**config.mk**
```make
export PLATFORM = sky130hd
export DESIGN_NAME = seg7_scan_ctrl
export DESIGN_NICKNAME = d
export VERILOG_FILES = /design/src/rtl/seg7_pkg.sv /design/src/rtl/seg7_hex_decode.sv /design/src/rtl/seg7_scan_ctrl.sv
export SDC_FILE = /design/constraint.sdc
export NUM_CORES = 1
export LEC_CHECK = 0
export ABC_CLOCK_PERIOD_IN_PS = 3100
export BUFFER_PORTS_ARGS = -buffer_cell sky130_fd_sc_hd__buf_2
export CORE_UTILIZATION = 60
export CTS_BUF_LIST = sky130_fd_sc_hd__clkbuf_8
export DETAILED_ROUTE_END_ITERATION = 6
export GPL_TIMING_DRIVEN = 0
export PLACE_DENSITY_LB_ADDON = 0.08
export SLEW_MARGIN = 20
export SYNTH_ARGS = -nofsm -noshare
export SYNTH_HDL_FRONTEND = slang
export SYNTH_SLANG_ARGS = --single-unit
```
**constraint.sdc**
```tcl
create_clock -name clk -period 3.1 [get_ports clk]
set_input_delay 0.93 -clock clk [delete_from_list [all_inputs] [get_ports clk]]
set_output_delay 0.93 -clock clk [all_outputs]
set_load 0.02 [all_outputs]
```
**src/rtl/seg7_pkg.sv**
```systemverilog
// ---------------------------------------------------------------------------
// seg7_pkg
// Shared definitions for the seven-segment scan controller.
//   seg_t        : 7-bit segment vector {g,f,e,d,c,b,a}, active-low
//   SEG_BLANK    : all segments off
//   SEG_INVALID  : pattern shown for a nibble that is not a clean 0..F
//   SEG_TABLE    : hex 0..F to active-low segment patterns
// ---------------------------------------------------------------------------
package seg7_pkg;

    typedef logic [6:0] seg_t;

    localparam seg_t SEG_BLANK   = 7'h7F;
    localparam seg_t SEG_INVALID = 7'h3F;

    localparam seg_t SEG_TABLE [16] = '{
        7'h40, 7'h79, 7'h24, 7'h30, 7'h19, 7'h12, 7'h02, 7'h78,
        7'h00, 7'h10, 7'h08, 7'h03, 7'h46, 7'h21, 7'h06, 7'h0E
    };

endpackage

```
**src/rtl/seg7_hex_decode.sv**
```systemverilog
// ---------------------------------------------------------------------------
// seg7_hex_decode
// Purely combinational hex nibble to active-low seven-segment decoder.
// Ports:
//   nibble : in  4 bits, hex digit to display
//   seg    : out 7 bits, {g,f,e,d,c,b,a}, active-low
// A nibble that matches no table entry (X/Z in simulation) gives SEG_INVALID.
// ---------------------------------------------------------------------------
module seg7_hex_decode
    import seg7_pkg::*;
(
    input  logic [3:0] nibble,
    output seg_t       seg
);

    always_comb begin
        seg = SEG_INVALID;
        case (nibble)
            4'h0: seg = SEG_TABLE[0];
            4'h1: seg = SEG_TABLE[1];
            4'h2: seg = SEG_TABLE[2];
            4'h3: seg = SEG_TABLE[3];
            4'h4: seg = SEG_TABLE[4];
            4'h5: seg = SEG_TABLE[5];
            4'h6: seg = SEG_TABLE[6];
            4'h7: seg = SEG_TABLE[7];
            4'h8: seg = SEG_TABLE[8];
            4'h9: seg = SEG_TABLE[9];
            4'hA: seg = SEG_TABLE[10];
            4'hB: seg = SEG_TABLE[11];
            4'hC: seg = SEG_TABLE[12];
            4'hD: seg = SEG_TABLE[13];
            4'hE: seg = SEG_TABLE[14];
            4'hF: seg = SEG_TABLE[15];
            default: seg = SEG_INVALID;
        endcase
    end

endmodule

```
**src/rtl/seg7_scan_ctrl.sv**
```systemverilog
// ---------------------------------------------------------------------------
// seg7_scan_ctrl
// Time-multiplexed driver for an N-digit common-anode seven-segment bank.
// A hex word arrives over valid/ready, waits in a pending buffer and is
// committed to the shown word only at a frame boundary, so the bank never
// displays half of one word and half of another.
//
// Parameters:
//   N_DIGITS : digits in the bank (1..8)
//   DWELL    : clock cycles each digit stays lit (>= 2)
// Ports:
//   clk        : in  system clock
//   rst_n      : in  synchronous active-low reset
//   en         : in  scan enable; low blanks the bank and freezes the scan
//   in_valid   : in  new display word offered
//   in_data    : in  4*N_DIGITS hex word, nibble i -> digit i (0 rightmost)
//   in_ready   : out pending buffer empty
//   an         : out N_DIGITS anode selects, active-low
//   seg        : out 7 segments {g,f,e,d,c,b,a}, active-low
//   frame_done : out one-cycle pulse after the last digit's dwell ends
// Build option:
//   SEG7_SCAN_BLANK_LZ_EN : when defined, digits above the most significant
//                           nonzero nibble are blanked (digit 0 never is).
// ---------------------------------------------------------------------------
module seg7_scan_ctrl
    import seg7_pkg::*;
#(
    parameter  int N_DIGITS = 8,
    parameter  int DWELL    = 50000,
    localparam int CNT_W    = $clog2(DWELL)
)
(
    input  logic                  clk,
    input  logic                  rst_n,
    input  logic                  en,
    input  logic                  in_valid,
    input  logic [4*N_DIGITS-1:0] in_data,
    output logic                  in_ready,
    output logic [N_DIGITS-1:0]   an,
    output seg_t                  seg,
    output logic                  frame_done
);

    localparam int IDX_W = (N_DIGITS > 1) ? $clog2(N_DIGITS) : 1;

    logic [4*N_DIGITS-1:0] shown_q, shown_d;
    logic [4*N_DIGITS-1:0] pend_q, pend_d;
    logic                  pend_full_q, pend_full_d;
    logic [IDX_W-1:0]      idx_q, idx_d;
    logic [CNT_W-1:0]      cnt_q, cnt_d;
    logic [N_DIGITS-1:0]   an_q, an_d;
    seg_t                  seg_q, seg_d;
    logic                  frame_done_q, frame_done_d;

    logic                  xfer;
    logic                  wrap;
    logic                  frame_end;
    logic [3:0]            nibble;
    seg_t                  dec_seg;
    logic                  lz_blank;

    // Select the nibble of the shown word belonging to the current digit
    always_comb begin
        nibble = 4'h0;
        for (int i = 0; i < N_DIGITS; i++) begin
            if (idx_q == IDX_W'(i)) begin
                nibble = shown_q[4*i +: 4];
            end
        end
    end

    seg7_hex_decode u_decode (
        .nibble (nibble),
        .seg    (dec_seg)
    );

`ifdef SEG7_SCAN_BLANK_LZ_EN
    logic [IDX_W-1:0] top_nz;

    // Highest digit holding a nonzero nibble; stays 0 for an all-zero word
    // so digit 0 always shows
    always_comb begin
        top_nz = '0;
        for (int i = 0; i < N_DIGITS; i++) begin
            if (shown_q[4*i +: 4] != 4'h0) begin
                top_nz = IDX_W'(i);
            end
        end
    end

    assign lz_blank = (idx_q > top_nz);
`else
    assign lz_blank = 1'b0;
`endif

    // Prescaler, digit index, handshake/commit and registered pin drive
    always_comb begin
        xfer      = in_valid && !pend_full_q;
        wrap      = en && (cnt_q == CNT_W'(DWELL - 1));
        frame_end = wrap && (idx_q == IDX_W'(N_DIGITS - 1));

        shown_d      = shown_q;
        pend_d       = pend_q;
        pend_full_d  = pend_full_q;
        idx_d        = idx_q;
        cnt_d        = cnt_q;
        frame_done_d = frame_end;
        an_d         = '1;
        seg_d        = SEG_BLANK;

        if (en) begin
            cnt_d = wrap ? '0 : cnt_q + 1'b1;
            if (wrap) begin
                idx_d = frame_end ? '0 : idx_q + 1'b1;
            end
        end

        // A full pending buffer blocks xfer, so the bypass branch can only
        // be reached with pending empty
        if (frame_end && pend_full_q) begin
            shown_d     = pend_q;
            pend_full_d = 1'b0;
        end else if (frame_end && xfer) begin
            shown_d = in_data;
        end else if (xfer) begin
            pend_d      = in_data;
            pend_full_d = 1'b1;
        end

        if (en) begin
            for (int i = 0; i < N_DIGITS; i++) begin
                an_d[i] = (idx_q != IDX_W'(i));
            end
            seg_d = lz_blank ? SEG_BLANK : dec_seg;
        end
    end

    always_ff @(posedge clk) begin
        if (!rst_n) begin
            shown_q      <= '0;
            pend_q       <= '0;
            pend_full_q  <= 1'b0;
            idx_q        <= '0;
            cnt_q        <= '0;
            an_q         <= '1;
            seg_q        <= SEG_BLANK;
            frame_done_q <= 1'b0;
        end else begin
            shown_q      <= shown_d;
            pend_q       <= pend_d;
            pend_full_q  <= pend_full_d;
            idx_q        <= idx_d;
            cnt_q        <= cnt_d;
            an_q         <= an_d;
            seg_q        <= seg_d;
            frame_done_q <= frame_done_d;
        end
    end

    assign in_ready   = !pend_full_q;
    assign an         = an_q;
    assign seg        = seg_q;
    assign frame_done = frame_done_q;

endmodule

```
==> flow_summary_export.csv <==
group,metric,value,unit
outcome,status,"completed",
finish,num-nets-final,683,
global_routing,gr-usage-all-layers,27.4,%
sta,max-slew-margin-rel,65.7,%
clocking,clock-sinks,100,
logic_synthesis,synth_most_common_cell,"nand2_1",
sta,min_period_over_period,95.2,%
logic_synthesis,synthFlopType,"dfxtp_1",
detailed_routing,drc,0,
place,hpwlAfterDp,7980,um
finish,diodes,0,
clocking,cts_hold_buf,0,
setup_path,crit_path_start_kind,"flop",
setup_path,path_max_fanout,12,
clocking,cts_made_buffers,9,
floorplan,start_util,63.3,%
clocking,cts_tree,"yes",
place,port_buffers,50,
logic_synthesis,yosys_warnings,0,
sta,rsz0062_at_grt,"true",
logic_synthesis,avgSynthCellArea,8.17,um2
floorplan,rows,31,
setup_path,cp-end-kind,"flop",
clocking,cts-root-buf,"clkbuf_8",
global_routing,antenna_found_initial,0,
clocking,clk_pin_slew,0.09,ns
power_and_ir_drop,power_density,440,nW/um2
finish,layout.cells.non_filler,737,
global_routing,grt_pass1_wl,18000,um
sta,final_hold_viol_count,0,
place,dp.cells,720,
detailed_routing,first_pass_iters,5,
global_routing,globalRouteOverflowTotal,0,
logic_synthesis,syn_area,4660,um2
clocking,clock_path_buffers,2,
detailed_routing,wl_per_cell,14.5,um
sta,slew_violations,0,
floorplan,die_w,90.2,um
place,place_congestion,0.868,
logic_synthesis,synth_seq_cells,100,
detailed_routing,vias_per_cell,5.65,
detailed_routing,vias,4164,
sta,tightest_slew,0.514,ns
worst_hold_path,hold_path_class,"reg -> reg",
power_and_ir_drop,ir_worst_vdd,0.000224,V
logic_synthesis,ys_top_cells_by_count,"nand2_1 (124), dfxtp_1 (100), a21boi_0 (35)",
setup_path,critical_path_required,3.34,ns
logic_synthesis,synth_edf_count,0,
sta,min_period,2.95,ns
detailed_routing,initialDrtViolationCount,208,
logic_synthesis,yosysSeqAreaShare,42.9,%
clocking,worstSkewPairLatency,0.37,ns
sta,finClkSkew,0.00815,ns
finish,area_delta_synth_final,13.3,%
clocking,htreeDepth,3,
logic_synthesis,async_reset_ff_share,0,%
floorplan,coreArea,7370,um2
logic_synthesis,synthTopCellsByArea,"dfxtp_1 (43%), nand2_1 (10%), a21boi_0 (5.6%)",
floorplan,io_pins,53,
sta,fin_tns_setup,0,ns
setup_path,crit_type,"reg -> reg",
setup_path,arrival,3.19,ns
detailed_routing,routed_wl,10700,um
global_routing,grt_pass1_vias,3871,
global_routing,grt_max_degree,16,
sta,clock.fmax,0.339,GHz
logic_synthesis,synthesis.nets,620,
logic_synthesis,synth_top_area_cell,"dfxtp_1",
floorplan,die_area,8130,um2
floorplan,die_height,90.2,um
job,drv_cap,0,
logic_synthesis,synth_cell_types,53,
logic_synthesis,synth_top_area_share,42.9,%
power_and_ir_drop,p_leak,2.01,nW
logic_synthesis,synth_cells,571,
sta,setup-violations-final,0,
detailed_routing,ant_nets,0,
finish,drive_gt1_share,15.0,%
-- logic make-up (layout without fill, tap and decap cells) --
family | count (synthesis) | count (layout) | synth area share (%)
buffers and inverters | 54 | 121 | 5.10
flip-flops | 100 | 100 | 42.9
AND/OR/NAND/NOR | 235 | 235 | 24.0
XOR/XNOR | 12 | 12 | 2.25
multiplexers | 3 | 3 | 0.644
AO/OA/AOI/OAI | 154 | 154 | 21.5
adder cells (fa/ha/maj) | 13 | 13 | 3.49
-- final cells by class --
| cell class | count | area, um2 |
|---|---|---|
| well taps | 99 | 124 |
| multi-input cells | 417 | 2440 |
| repair buffers | 54 | 280 |
| inverters | 13 | 48.8 |
| clock buffers | 10 | 138 |
| plain buffers | 39 | 190 |
| fillers | 631 | 2090 |
| clock inverters | 5 | 53.8 |
| flip-flops and latches | 100 | 2000 |
-- metal layers --
metal	vias to the layer above	routed length (um)	GRT usage, %
li1	2100	-	-
met1	1932	4750	35.6
met2	114	5190	46.2
met3	18	553	3.64
met4	0	223	10.8
met5	-	0	0
-- stage by stage --
| stage | util [%] | hold WS [ns] | power [mW] | area [um2] | worst slack (ns) |
|---|---|---|---|---|---|
| 2_1_floorplan | - | 0.443 | 1.46 | 4660 | 0.295 |
| 3_3_place_gp | 68.4 | 0.450 | 1.52 | 5040 | -0.306 |
| 3_5_place_dp | 68.4 | 0.458 | 1.52 | 5040 | -0.343 |
| 4_1_cts | 71.0 | 0.471 | 2.33 | 5230 | 0.00784 |
| 5_1_grt | 71.7 | 0.495 | 2.41 | 5280 | -0.107 |
| 6_report | 71.7 | 0.469 | 2.32 | 5280 | 0.148 |
-- layout by cell type (no fill, tap or decap), types with 2 or more instances in the layout --
master,netlist,routed
o221ai_1,4,4
clkbuf_8,0,10
mux2i_1,3,3
and3_1,6,6
o21ai_1,30,30
a221o_1,3,3
nor3b_1,2,2
a31oi_1,4,4
xor2_1,7,7
nand3_1,10,10
or3_1,3,3
ha_1,13,11
buf_2,10,61
or4_1,3,3
nor2b_1,4,4
buf_4,2,7
clkbuf_1,25,20
clkbuf_2,0,3
o22ai_1,33,33
a21oi_1,9,9
nor2_1,24,24
o21ai_0,15,15
inv_1,12,13
o211ai_1,2,2
xnor2_1,5,5
and2_1,34,34
or4bb_1,2,2
dfxtp_1,100,99
a21boi_0,35,35
nor3_1,7,7
a22oi_1,2,2
buf_6,2,2
nand4_1,4,4
nor4_1,2,2
a21o_1,3,3
clkinvlp_4,0,2
nand2b_1,5,5
o21a_1,4,4
nand2_1,124,124
-- critical path, stage by stage, from the launching register on --
cell and delay, ns:
dfxtp_1 0.32, clkbuf_2 0.17, inv_1 0.27, ha_4 0.26
nand2b_1 0.08, and3_1 0.18, a222oi_1 0.24, o221a_2 0.31
inv_1 0.11, ha_1 0.26, a21boi_0 0.15, a2111oi_1 0.41
a31oi_1 0.07
-- flip-flops by register name (all words and copies together) (netlist names) --
signal and flops:
pend_q 32, shown_q 32, cnt_q 16, an 8, seg 7, idx_q 3
frame_done 1, pend_full_q 1
-- report_power, final --
| part | leakage [nW] | switching [mW] | internal [mW] |
|---|---|---|---|
| sequential | 0.814 | 0.0148 | 1.31 |
| clock | 0.0956 | 0.442 | 0.387 |
| combinational | 1.10 | 0.101 | 0.0636 |
-- timing repair --
action,CTS,global route
endpoints found under the hold margin,0,0
gates resized for setup,2,15
buffers inserted,0,4
setup endpoints to repair,7,8
pin swaps,0,5
-- path summary, 6_finish.rpt --
check                                        startpoint                       to  slack (ns)  cells after the start
worst min-delay path            pend_q[12]$_SDFFE_PN0P_  pend_q[12]$_SDFFE_PN0P_        0.47                      2
worst min register to register  pend_q[12]$_SDFFE_PN0P_  pend_q[12]$_SDFFE_PN0P_        0.47                      2
worst max register to register    idx_q[2]$_SDFFE_PN0P_        seg[3]$_SDFF_PN1_        0.15                     12
worst max-delay path              idx_q[2]$_SDFFE_PN0P_        seg[3]$_SDFF_PN1_        0.15                     12
Note: power is estimated with default switching activity, not from simulation.
